**config.mk**
```make
export PLATFORM = sky130hd
export DESIGN_NAME = grf_dump_reader
export DESIGN_NICKNAME = d
export VERILOG_FILES = /design/src/rtl/grf_dump_reader.sv
export SDC_FILE = /design/constraint.sdc
export NUM_CORES = 1
export LEC_CHECK = 0
export CAP_MARGIN = 20
export CORE_MARGIN = 10
export CORE_UTILIZATION = 43
export CTS_CLUSTER_DIAMETER = 40
export DETAILED_ROUTE_END_ITERATION = 8
export PLACE_DENSITY = 0.75
export RECOVER_POWER = 50
export SYNTH_ARGS = -nofsm -noshare
export SYNTH_HDL_FRONTEND = slang
export SYNTH_SLANG_ARGS = --single-unit
```
**constraint.sdc**
```tcl
create_clock -name Clk -period 1.9 [get_ports Clk]
set_input_delay 0.285 -clock Clk [delete_from_list [all_inputs] [get_ports Clk]]
set_output_delay 0.285 -clock Clk [all_outputs]
set_load 0.02 [all_outputs]
```
**src/rtl/grf_dump_reader.sv**
```systemverilog
// rtl/grf_dump_reader.sv - GRF debug dump engine: streams {index, data} beats and keeps an XOR checksum
module grf_dump_reader #(
    parameter int FIRST_IDX = 0,
    parameter int LAST_IDX  = 31,
    parameter int DATA_W    = 32
) (
    input  logic              Clk,
    input  logic              Rst,
    input  logic              Start,
    input  logic              Abort,
    output logic [4:0]        Rd_Addr,
    input  logic [DATA_W-1:0] Rd_Data,
    output logic              Dump_Valid,
    input  logic              Dump_Ready,
    output logic [4:0]        Dump_Idx,
    output logic [DATA_W-1:0] Dump_Data,
    output logic              Busy,
    output logic              Done,
    output logic [DATA_W-1:0] Checksum
);

    localparam logic [0:0] S_IDLE = 1'b0;
    localparam logic [0:0] S_SEND = 1'b1;

    localparam logic [4:0] FIRST = 5'(FIRST_IDX);
    localparam logic [4:0] LAST  = 5'(LAST_IDX);

    logic [0:0] state;
    logic       handshake;
    logic       at_last;

    assign handshake = Dump_Valid & Dump_Ready;
    assign at_last   = (Dump_Idx == LAST);
    assign Busy      = (state == S_SEND);

    // Read port always points at the next register to capture, so each
    // accepted beat can be replaced by the following one in the same cycle.
    always_comb begin
        Rd_Addr = FIRST;
        if (state == S_SEND) begin
            Rd_Addr = at_last ? LAST : Dump_Idx + 5'd1;
        end
    end

    always_ff @(posedge Clk or negedge Rst) begin
        if (!Rst) begin
            state      <= S_IDLE;
            Dump_Valid <= 1'b0;
            Dump_Idx   <= 5'd0;
            Dump_Data  <= '0;
            Done       <= 1'b0;
            Checksum   <= '0;
        end else begin
            Done <= 1'b0;
            if (state == S_IDLE) begin
                if (Start && !Abort) begin
                    Dump_Data  <= Rd_Data;
                    Dump_Idx   <= FIRST;
                    Dump_Valid <= 1'b1;
                    Checksum   <= '0;
                    state      <= S_SEND;
                end
            end else begin
                // Abort beats a same-cycle handshake; the partial checksum is kept.
                if (Abort) begin
                    Dump_Valid <= 1'b0;
                    state      <= S_IDLE;
                end else if (handshake) begin
                    Checksum <= Checksum ^ Dump_Data;
                    if (at_last) begin
                        Dump_Valid <= 1'b0;
                        Done       <= 1'b1;
                        state      <= S_IDLE;
                    end else begin
                        Dump_Data <= Rd_Data;
                        Dump_Idx  <= Dump_Idx + 5'd1;
                    end
                end
            end
        end
    end

endmodule

```
# Word-level counts from Yosys, hierarchy flattened
# Index checks and enable logic that the tools add are counted.
[word_totals] reg_bits=72 latch_bits=0 mem_bits_rw=0 mem_bits_ro=0 elab_cells=51 mem_count=0
[op_classes] addsub=1 n_mul=0 n_div=0 magnitude_cmp=0 n_eq_ne=6 n_shift=0 mux=30 bitwise=2 n_reduce_logical=6
[ops] cell="two-way mux 32 bit" n=9
[ops] cell="two-way mux 5 bit" n=7
[ops] cell="XOR 32 bit" n=1
[ops] cell="two-way mux 1 bit" n=14
[ops] cell="inequality test 3 x 2 -> 1 bit (second input constant)" n=2
[ops] cell="AND reduction 3 bit" n=2
[ops] cell="adder 5 x 1 -> 5 bit (second input constant)" n=1
[ops] cell="== test 5 bit (second input constant)" n=1
[ops] cell="inequality test 2 bit (second input constant)" n=2
[ops] cell="AND reduction 4 bit" n=1
[ops] cell="inequality test 2 x 1 -> 1 bit (second input constant)" n=1
[ops] cell="nonzero test 2 bit" n=1
[ops] cell="bitwise AND 1 bit" n=1
[ops] cell="logical AND 1 bit" n=1
[ops] cell="zero test 1 bit" n=1

# Depth between registers and ports, before layout
# Gate-level depths: netlist of the first run.
[depth] word_depth=5 mapped_depth=8

# Worst setup path before layout of the first run
# No wires, ideal clock.
[synth_timing] path_kind="register to register" startpoint="reg Dump_Idx[0]" endpoint="reg Dump_Data[10]" t_arrival_ns=1.926 setup_slack_ns=-0.151 stages_incl_launch_ff=9 path_buffers=2 cell_sequence="dfrtp_1 -> ha_1 -> and3_1 -> ha_1 -> inv_1 -> a21o_1 -> buf_6 -> buf_12 -> mux2_4"
[synth_via] elab_chain_cells=3
[synth_lines] item="start: declaration" line="15" source="output logic [4:0] Dump_Idx,"
[synth_lines] item="start signal: assignment" line="76" source="Dump_Idx <= Dump_Idx + 5'd1;"
[synth_lines] item="== test 5 bit" line="33" source="assign at_last = (Dump_Idx == LAST);"
[synth_lines] item="inequality test 2 bit (no source line)"
[synth_lines] item="AND reduction 4 bit (no source line)"
[synth_lines] item="end signal: assignment" line="57" source="Dump_Data <= Rd_Data;"
[synth_lines] item="end signal: assignment" line="75" source="Dump_Data <= Rd_Data;"
[synth_lines] item="end: declaration" line="16" source="output logic [DATA_W-1:0] Dump_Data,"
# No other way between the ends.
# A chain may end at the register's enable or synchronous reset.

# Final worst setup path of the first run
[layout_timing] startpoint="reg Dump_Idx[1]" endpoint="out Rd_Addr[3]"
[layout_via] elab_chain_cells=3 word_cells_on_any_way=4
[layout_lines] item="adder 5 x 1 -> 5 bit or == test 5 bit (tied branches)" line="41, 33"
[layout_lines] item="two-way mux 5 bit (*)" line="41" source="Rd_Addr = at_last ? LAST : Dump_Idx + 5'd1;"
[layout_lines] item="two-way mux 5 bit (*)" line="40" source="if (state == S_SEND) begin"
[layout_lines] item="end: declaration" line="11" source="output logic [4:0] Rd_Addr,"
# Mark *: on every way between the ends. The rest lies on a longest branch, timed or not.

==> flow_metrics.env, run 1 <==
export IMPL_initial_core_util=0.437
export IMPL_ys_flop_type="dfrtp_1"
export IMPL_rrSetupSlack_ns=-0.07
export IMPL_synthCells=331
export IMPL_crit_family="flip-flops"
export IMPL_cp_startpoint="Dump_Idx[1]"
export IMPL_pwr_share_seq=0.376
export IMPL_grt_use_total=0.156
export IMPL_status="finished, violations left"
export IMPL_grt_max_degree=37
export IMPL_dp_cells=554
export IMPL_final_cell_mix="clkdlybuf4s50_1 (107), dfrtp_1 (70), nand2b_1 (65), a21oi_1 (36), nand2_1 (34)"
export IMPL_fin_util=0.628
export IMPL_synth_seq_area_share=0.480
export IMPL_worstPathArrival_ns=1.70
export IMPL_crit_slowest_cell="dfrtp_2"
export IMPL_final_instance_count_excl_fill=575
export IMPL_die_w_um=113
export IMPL_muxShareOfSynthArea=0.210
export IMPL_regToRegStartpoint="Dump_Idx[1]"
export IMPL_endpoint="Rd_Addr[3]"
export IMPL_rr_endpoint="Dump_Data[8]"
export IMPL_dieHeight_um=113
export IMPL_crit_required_ns=1.62
export IMPL_mostFrequentLayoutCell="clkdlybuf4s50_1"
export IMPL_synth_xor_area_share=0
export IMPL_power_density_nw_per_um2=1130
export IMPL_ant_nets=0
export IMPL_cts_buffers=9
export IMPL_yosysWarnings=0
export IMPL_synth_fa_ha_area_frac=0.0133
export IMPL_die_area_um2=12900
export IMPL_cp_end_kind="output pin"
export IMPL_drive_gt1_frac=0.201
export IMPL_fin_worst_skew_ns=0.00787
export IMPL_cts_path_max_buffers=2
export IMPL_routed_wl_mm=10.0
export IMPL_tritoncts="done"
export IMPL_vdd_drop_max_uv=560
export IMPL_cts_root_buf="clkbuf_8"
export IMPL_avgSynthCellArea_um2=11.4
export IMPL_rsz0062_at_grt="yes"
export IMPL_drv_cap=0
export IMPL_whs_ns=0.504
export IMPL_gp_congestion=0.735
export IMPL_intPower_w=0.00398
export IMPL_worst_path_stages=5
export IMPL_clk_pin_slew_ns=0.08
export IMPL_cts_htree_levels=3
export IMPL_syn_nets=372
export IMPL_slew_headroom=0.536
export IMPL_grt_busiest_layer="met2"
export IMPL_max_stage_delay_ns=0.43
export IMPL_fillers=708
export IMPL_hold_class="input pin to asynchronous set/reset pin"
export IMPL_drt_pass1_iterations=4
export IMPL_max_freq_mhz=503
export IMPL_synth_simple_area_share=0.172
export IMPL_viasPerCell=5.00
export IMPL_startpoint_type="flip-flop"
export IMPL_num_vias=2876
export IMPL_drtIter0Drc=97
export IMPL_dp_hpwl_mm=7.08
export IMPL_path_buf_inv=1
export IMPL_period_needed_ns=1.99
export IMPL_hold_viol=0
export IMPL_synth_compound_area_frac=0.0713
export IMPL_critical_path_class="flip-flop to output pin"
export IMPL_grt_pass1_wl_mm=16.4
export IMPL_fin_nets=504
export IMPL_syn_to_final_growth_pct=43.7
export IMPL_core_area_um2=8590
export IMPL_grt_pass1_vias=3010
export IMPL_clkPwrFrac=0.195
export IMPL_tightest_slew_ns=0.695
export IMPL_synth_top_family_by_area="multiplexers"
export IMPL_std_cell_rows=34
export IMPL_min_period_over_period=1.05
export IMPL_sw_frac_of_total=0.346
export IMPL_antenna_found_initial=0
export IMPL_synth_edff_count=0
export IMPL_failed_checks="negative setup slack"
export IMPL_io_pins=114
export IMPL_grt_use_met1=0.188
export IMPL_switchingPower_w=0.00211
export IMPL_worst_slack_ns=-0.0894
export IMPL_crit_top_cell="ha_4"
export IMPL_cp_cell_sequence="ha_4 > and3_4 > ha_4 > o31a_1 > buf_6"
export IMPL_clk_latency_ns=0.34
export IMPL_gr_usage_met3=0.0436
export IMPL_leakage_nw=2.37
export IMPL_worstRegToRegCells=9
export IMPL_preCtsSetupSlack_ns=-0.201
export IMPL_grtUsageMet2=0.265
export IMPL_worstPathMaxFanout=4
export IMPL_p_comb_frac=0.429
export IMPL_ys_ff_latch=72
export IMPL_portBuffers=113
export IMPL_synthesis_area_um2=3760
export IMPL_setup_viol=13
export IMPL_drc=0
export IMPL_globalRouteOverflowTotal=0
export IMPL_antenna_cells=0
export IMPL_yosysUniqueCellTypes=31
export IMPL_async_reset_ff_frac=1.00
export IMPL_clock_sinks=72
export IMPL_post_drt_wl_per_cell_um=17.4
export IMPL_drv_slew=0
[flip-flops by register name, summed over array words and instances, names as in the netlist]
name        count
Dump_Data      32
Checksum       32
Done            1
Dump_Idx        5
Dump_Valid      1
Busy            1
[repair_timing]
action / 4_1_cts / 5_1_grt
buffers inserted: 3 / 2
gates cloned: 2 / 1
pin swaps: 4 / 3
setup endpoints to repair: 38 / 41
hold buffers: 1 / 0
hold endpoints to repair: 10 / 0
gates resized for setup: 39 / 7
[synthesized netlist by cell type, types with 2 or more instances]
master / n / area share
a21oi_1: 37 / 0.049
a221o_1: 2 / 0.0053
a22o_1: 2 / 0.0047
and2_1: 2 / 0.0033
and3_1: 2 / 0.0033
buf_1: 2 / 0.0020
buf_12: 3 / 0.016
buf_2: 8 / 0.011
buf_6: 5 / 0.015
clkbuf_1: 5 / 0.0050
dfrtp_1: 72 / 0.48
ha_1: 4 / 0.013
inv_1: 5 / 0.0050
mux2_2: 3 / 0.0090
mux2_4: 29 / 0.12
mux2i_1: 32 / 0.085
nand2_1: 34 / 0.034
nand2b_1: 65 / 0.11
nand3_1: 3 / 0.0040
nor2b_1: 3 / 0.0050
nor3_1: 2 / 0.0027
o31a_1: 2 / 0.0047
[power groups by stage]
stage               sequential (W)  combinational [W]  clock, W
floorplan                  0.00278           0.000868         0
global placement           0.00228            0.00256         0
detailed placement         0.00231            0.00261         0
CTS                        0.00229            0.00267   0.00121
global route               0.00235            0.00282   0.00128
finish                     0.00229            0.00261   0.00118
[layer usage]
| layer | share of wire | vias to the layer above | routed length, µm |
|---|---|---|---|
| met3 | 0.056 | 9 | 558 |
| li1 | - | 1382 | - |
| met1 | 0.43 | 1419 | 4310 |
| met5 | 0 | - | 0 |
| met4 | 0.0086 | 0 | 86 |
| met2 | 0.50 | 66 | 5050 |
[how the worst min path moves through the flow]
stage | end | cells after the start | slack [ns] | start
CTS | Dump_Idx[3] | 2 | 0.32 | Rst
detailed placement | Dump_Idx[3] | 1 | 0.14 | Rst
floorplan | Busy | 0 | -0.01 | Rst
finish | Dump_Idx[3] | 2 | 0.50 | Rst
global placement | Dump_Idx[3] | 1 | 0.14 | Rst
global route | Dump_Idx[3] | 2 | 0.55 | Rst
[kinds of logic (layout without fill, tap and decap cells)]
group                      count (synthesis)  count (layout)
and+or+nand+nor                          116             116
muxes                                     64              64
AOI/OAI and AO/OA                         47              47
buffers and inverters                     28             164
DFF                                       72              72
adders and majority gates                  4               4
[final cells by class]
class	instances	area [µm²]	area share
clock inverter	4	45.0	0.00834
multi-input combinational	231	1820	0.337
inverter	5	21.3	0.00394
tap	108	135	0.0250
clock buffer	11	141	0.0262
timing repair buffer	144	1430	0.265
sequential	72	1800	0.334
[through the flow]
stage,instance area (µm²),setup TNS (ns),total power (W)
floorplan,3780,0,0.00365
global placement,5100,-1.95,0.00484
detailed placement,5100,-3.40,0.00492
CTS,5420,-1.63,0.00617
global route,5400,-1.91,0.00645
finish,5400,-0.511,0.00608
Note: power is estimated with default switching activity, not from simulation.
==> inputs of run 2 (changes only) <==
Settings changed: CORE_MARGIN 10 to 2, CORE_UTILIZATION 43 to 47, PLACE_DENSITY 0.75 to 0.78.
Clock period 1.9 ns to 2.05 ns, I/O delays scaled along.
==> run 2 against run 1 <==
Net effect: the run now ends clean; sequential power decreased by 7%; power decreased by 7.3%; sequential share of layout area increased by 0.43 points; wire length decreased by 9.3%; worst hold slack improved by 0.038 ns; via count decreased by 0.80%; die area decreased by 32%; non-clock buffer count decreased by 7; combinational power decreased by 8.8%; largest power group unchanged.
==> flow_metrics.env, run 2 (synthesis gave the netlist of run 1 again) <==
export IMPL_drv_cap=0
export IMPL_leakage_nw=2.33
export IMPL_vdd_drop_max_uv=447
export IMPL_crit_slowest_cell="dfrtp_2"
export IMPL_std_cell_rows=32
export IMPL_drtIter0Drc=93
export IMPL_initial_core_util=0.486
export IMPL_portBuffers=113
export IMPL_final_cell_mix="clkdlybuf4s50_1 (107), dfrtp_1 (70), nand2b_1 (65), a21oi_1 (37), nand2_1 (34)"
export IMPL_worstPathArrival_ns=1.69
export IMPL_die_area_um2=8730
export IMPL_routed_wl_mm=9.07
export IMPL_min_period_over_period=0.976
export IMPL_grt_max_degree=35
export IMPL_status="finished, final reports clean"
export IMPL_ant_nets=0
export IMPL_max_freq_mhz=500
export IMPL_fin_nets=497
export IMPL_p_comb_frac=0.423
export IMPL_crit_top_cell="ha_4"
export IMPL_gp_congestion=0.791
export IMPL_intPower_w=0.00367
export IMPL_grt_pass1_wl_mm=14.7
export IMPL_hold_class="flip-flop to flip-flop"
export IMPL_cts_root_buf="clkbuf_8"
export IMPL_setup_viol=0
export IMPL_dp_hpwl_mm=6.25
export IMPL_crit_family="flip-flops"
export IMPL_rsz0062_at_grt="yes"
export IMPL_cp_cell_sequence="ha_4 > and3_4 > ha_4 > o31a_1 > buf_6"
export IMPL_syn_to_final_growth_pct=41.9
export IMPL_crit_required_ns=1.74
export IMPL_grt_pass1_vias=2965
export IMPL_antenna_cells=0
export IMPL_post_drt_wl_per_cell_um=16.1
export IMPL_period_needed_ns=2.00
export IMPL_hold_viol=0
export IMPL_die_w_um=93.4
export IMPL_path_buf_inv=1
export IMPL_dp_cells=543
export IMPL_drv_slew=0
export IMPL_clkPwrFrac=0.200
export IMPL_tritoncts="done"
export IMPL_viasPerCell=5.08
export IMPL_power_density_nw_per_um2=1060
export IMPL_mostFrequentLayoutCell="clkdlybuf4s50_1"
export IMPL_startpoint_type="flip-flop"
export IMPL_switchingPower_w=0.00197
export IMPL_io_pins=114
export IMPL_cts_htree_levels=3
export IMPL_sw_frac_of_total=0.349
export IMPL_worstPathMaxFanout=4
export IMPL_pwr_share_seq=0.377
export IMPL_cp_end_kind="output pin"
export IMPL_dieHeight_um=93.4
export IMPL_core_area_um2=7730
export IMPL_drc=0
export IMPL_cts_buffers=9
export IMPL_num_vias=2853
export IMPL_reg_top3="Checksum: 32 flops, Dump_Data: 32 flops, Dump_Idx: 5 flops"
export IMPL_max_stage_delay_ns=0.43
export IMPL_antenna_found_initial=0
export IMPL_slew_headroom=0.472
export IMPL_critical_path_class="flip-flop to output pin"
export IMPL_final_instance_count_excl_fill=562
export IMPL_grt_use_total=0.218
export IMPL_cts_path_max_buffers=2
export IMPL_drt_pass1_iterations=5
export IMPL_total_power_w=0.00564
export IMPL_drive_gt1_frac=0.187
export IMPL_fin_util=0.690
export IMPL_globalRouteOverflowTotal=0
export IMPL_tightest_slew_ns=0.792
export IMPL_clock_sinks=72
export IMPL_fin_worst_skew_ns=0.00890
export IMPL_clk_pin_slew_ns=0.07
export IMPL_fillers=581
export IMPL_clk_latency_ns=0.34
[run 2: changes by cell type in the layout (fill, tap and decap cells not counted), sizes merged]
cell / before / now
buf: 32 / 24
clkinvlp: 0 / 3
clkinv: 3 / 1
[run 2: area by class of cell]
class / instances / area, µm² / area share
timing repair buffer: 137 / 1390 / 0.261
clock inverter: 5 / 57.6 / 0.0108
inverter: 5 / 18.8 / 0.00352
multi-input combinational: 231 / 1790 / 0.337
tap: 102 / 128 / 0.0239
clock buffer: 10 / 138 / 0.0258
sequential: 72 / 1800 / 0.338
[run 2: through the flow]
step / instance area (µm²) / setup slack, ns / hold WS (ns) / setup TNS (ns)
finish: 5330 / 0.0485 / 0.542 / 0
global route: 5330 / -0.00646 / 0.559 / -0.0179
CTS: 5290 / -0.00120 / 0.443 / -0.00120
detailed placement: 5050 / -0.123 / 0.269 / -1.63
global placement: 5050 / -0.0863 / 0.262 / -0.494
floorplan: 3760 / 0.0378 / 0.0119 / 0
[run 2: power by group through the flow]
| stage | logic [W] | clock network [W] | registers [W] |
|---|---|---|---|
| floorplan | 0.000798 | 0 | 0.00257 |
| global placement | 0.00231 | 0 | 0.00211 |
| detailed placement | 0.00237 | 0 | 0.00214 |
| CTS | 0.00240 | 0.00114 | 0.00212 |
| global route | 0.00255 | 0.00121 | 0.00219 |
| finish | 0.00238 | 0.00112 | 0.00213 |
[run 2: worst register-to-register path: cells and delay by family, from the launching register on]
| kind | cells | cell delay [ns] |
|---|---|---|
| simple gates | 1 | 0.19 |
| flops | 1 | 0.43 |
| compound gates | 1 | 0.22 |
| mux | 1 | 0.31 |
| fa+ha+maj | 2 | 0.36 |
| buf+inv | 3 | 0.39 |
[run 2: per-layer routing]
metal / GRT usage / share of wire / vias up / wire, µm
met5: 0 / 0 / - / 0
met4: 0.0993 / 0.023 / 0 / 206
met3: 0.0516 / 0.047 / 15 / 427
met2: 0.365 / 0.51 / 83 / 4620
met1: 0.267 / 0.42 / 1395 / 3810
li1: - / - / 1360 / -
[run 2: what timing repair did]
item                                   in CTS  in global routing
pin swaps                                   0                  3
resized for setup                          29                  7
setup endpoints to repair                  37                 29
endpoints found under the hold margin      27                  0
buffers inserted                            0                  1
hold buffers                                1                  0
cloned                                      1                  1
[run 2: worst paths after layout]
check,endpoint,slack (ns),startpoint,cells after the start
min in group asynchronous,Dump_Data[24],0.58,Rst,2
hold reg to reg,Checksum[12],0.54,Checksum[12],2
setup reg to reg,Dump_Data[12],0.05,Dump_Idx[0],8
setup / recovery,Rd_Addr[3],0.05,Dump_Idx[0],5
max in group asynchronous,Dump_Idx[0],0.33,Rst,3
hold / removal,Checksum[12],0.54,Checksum[12],2
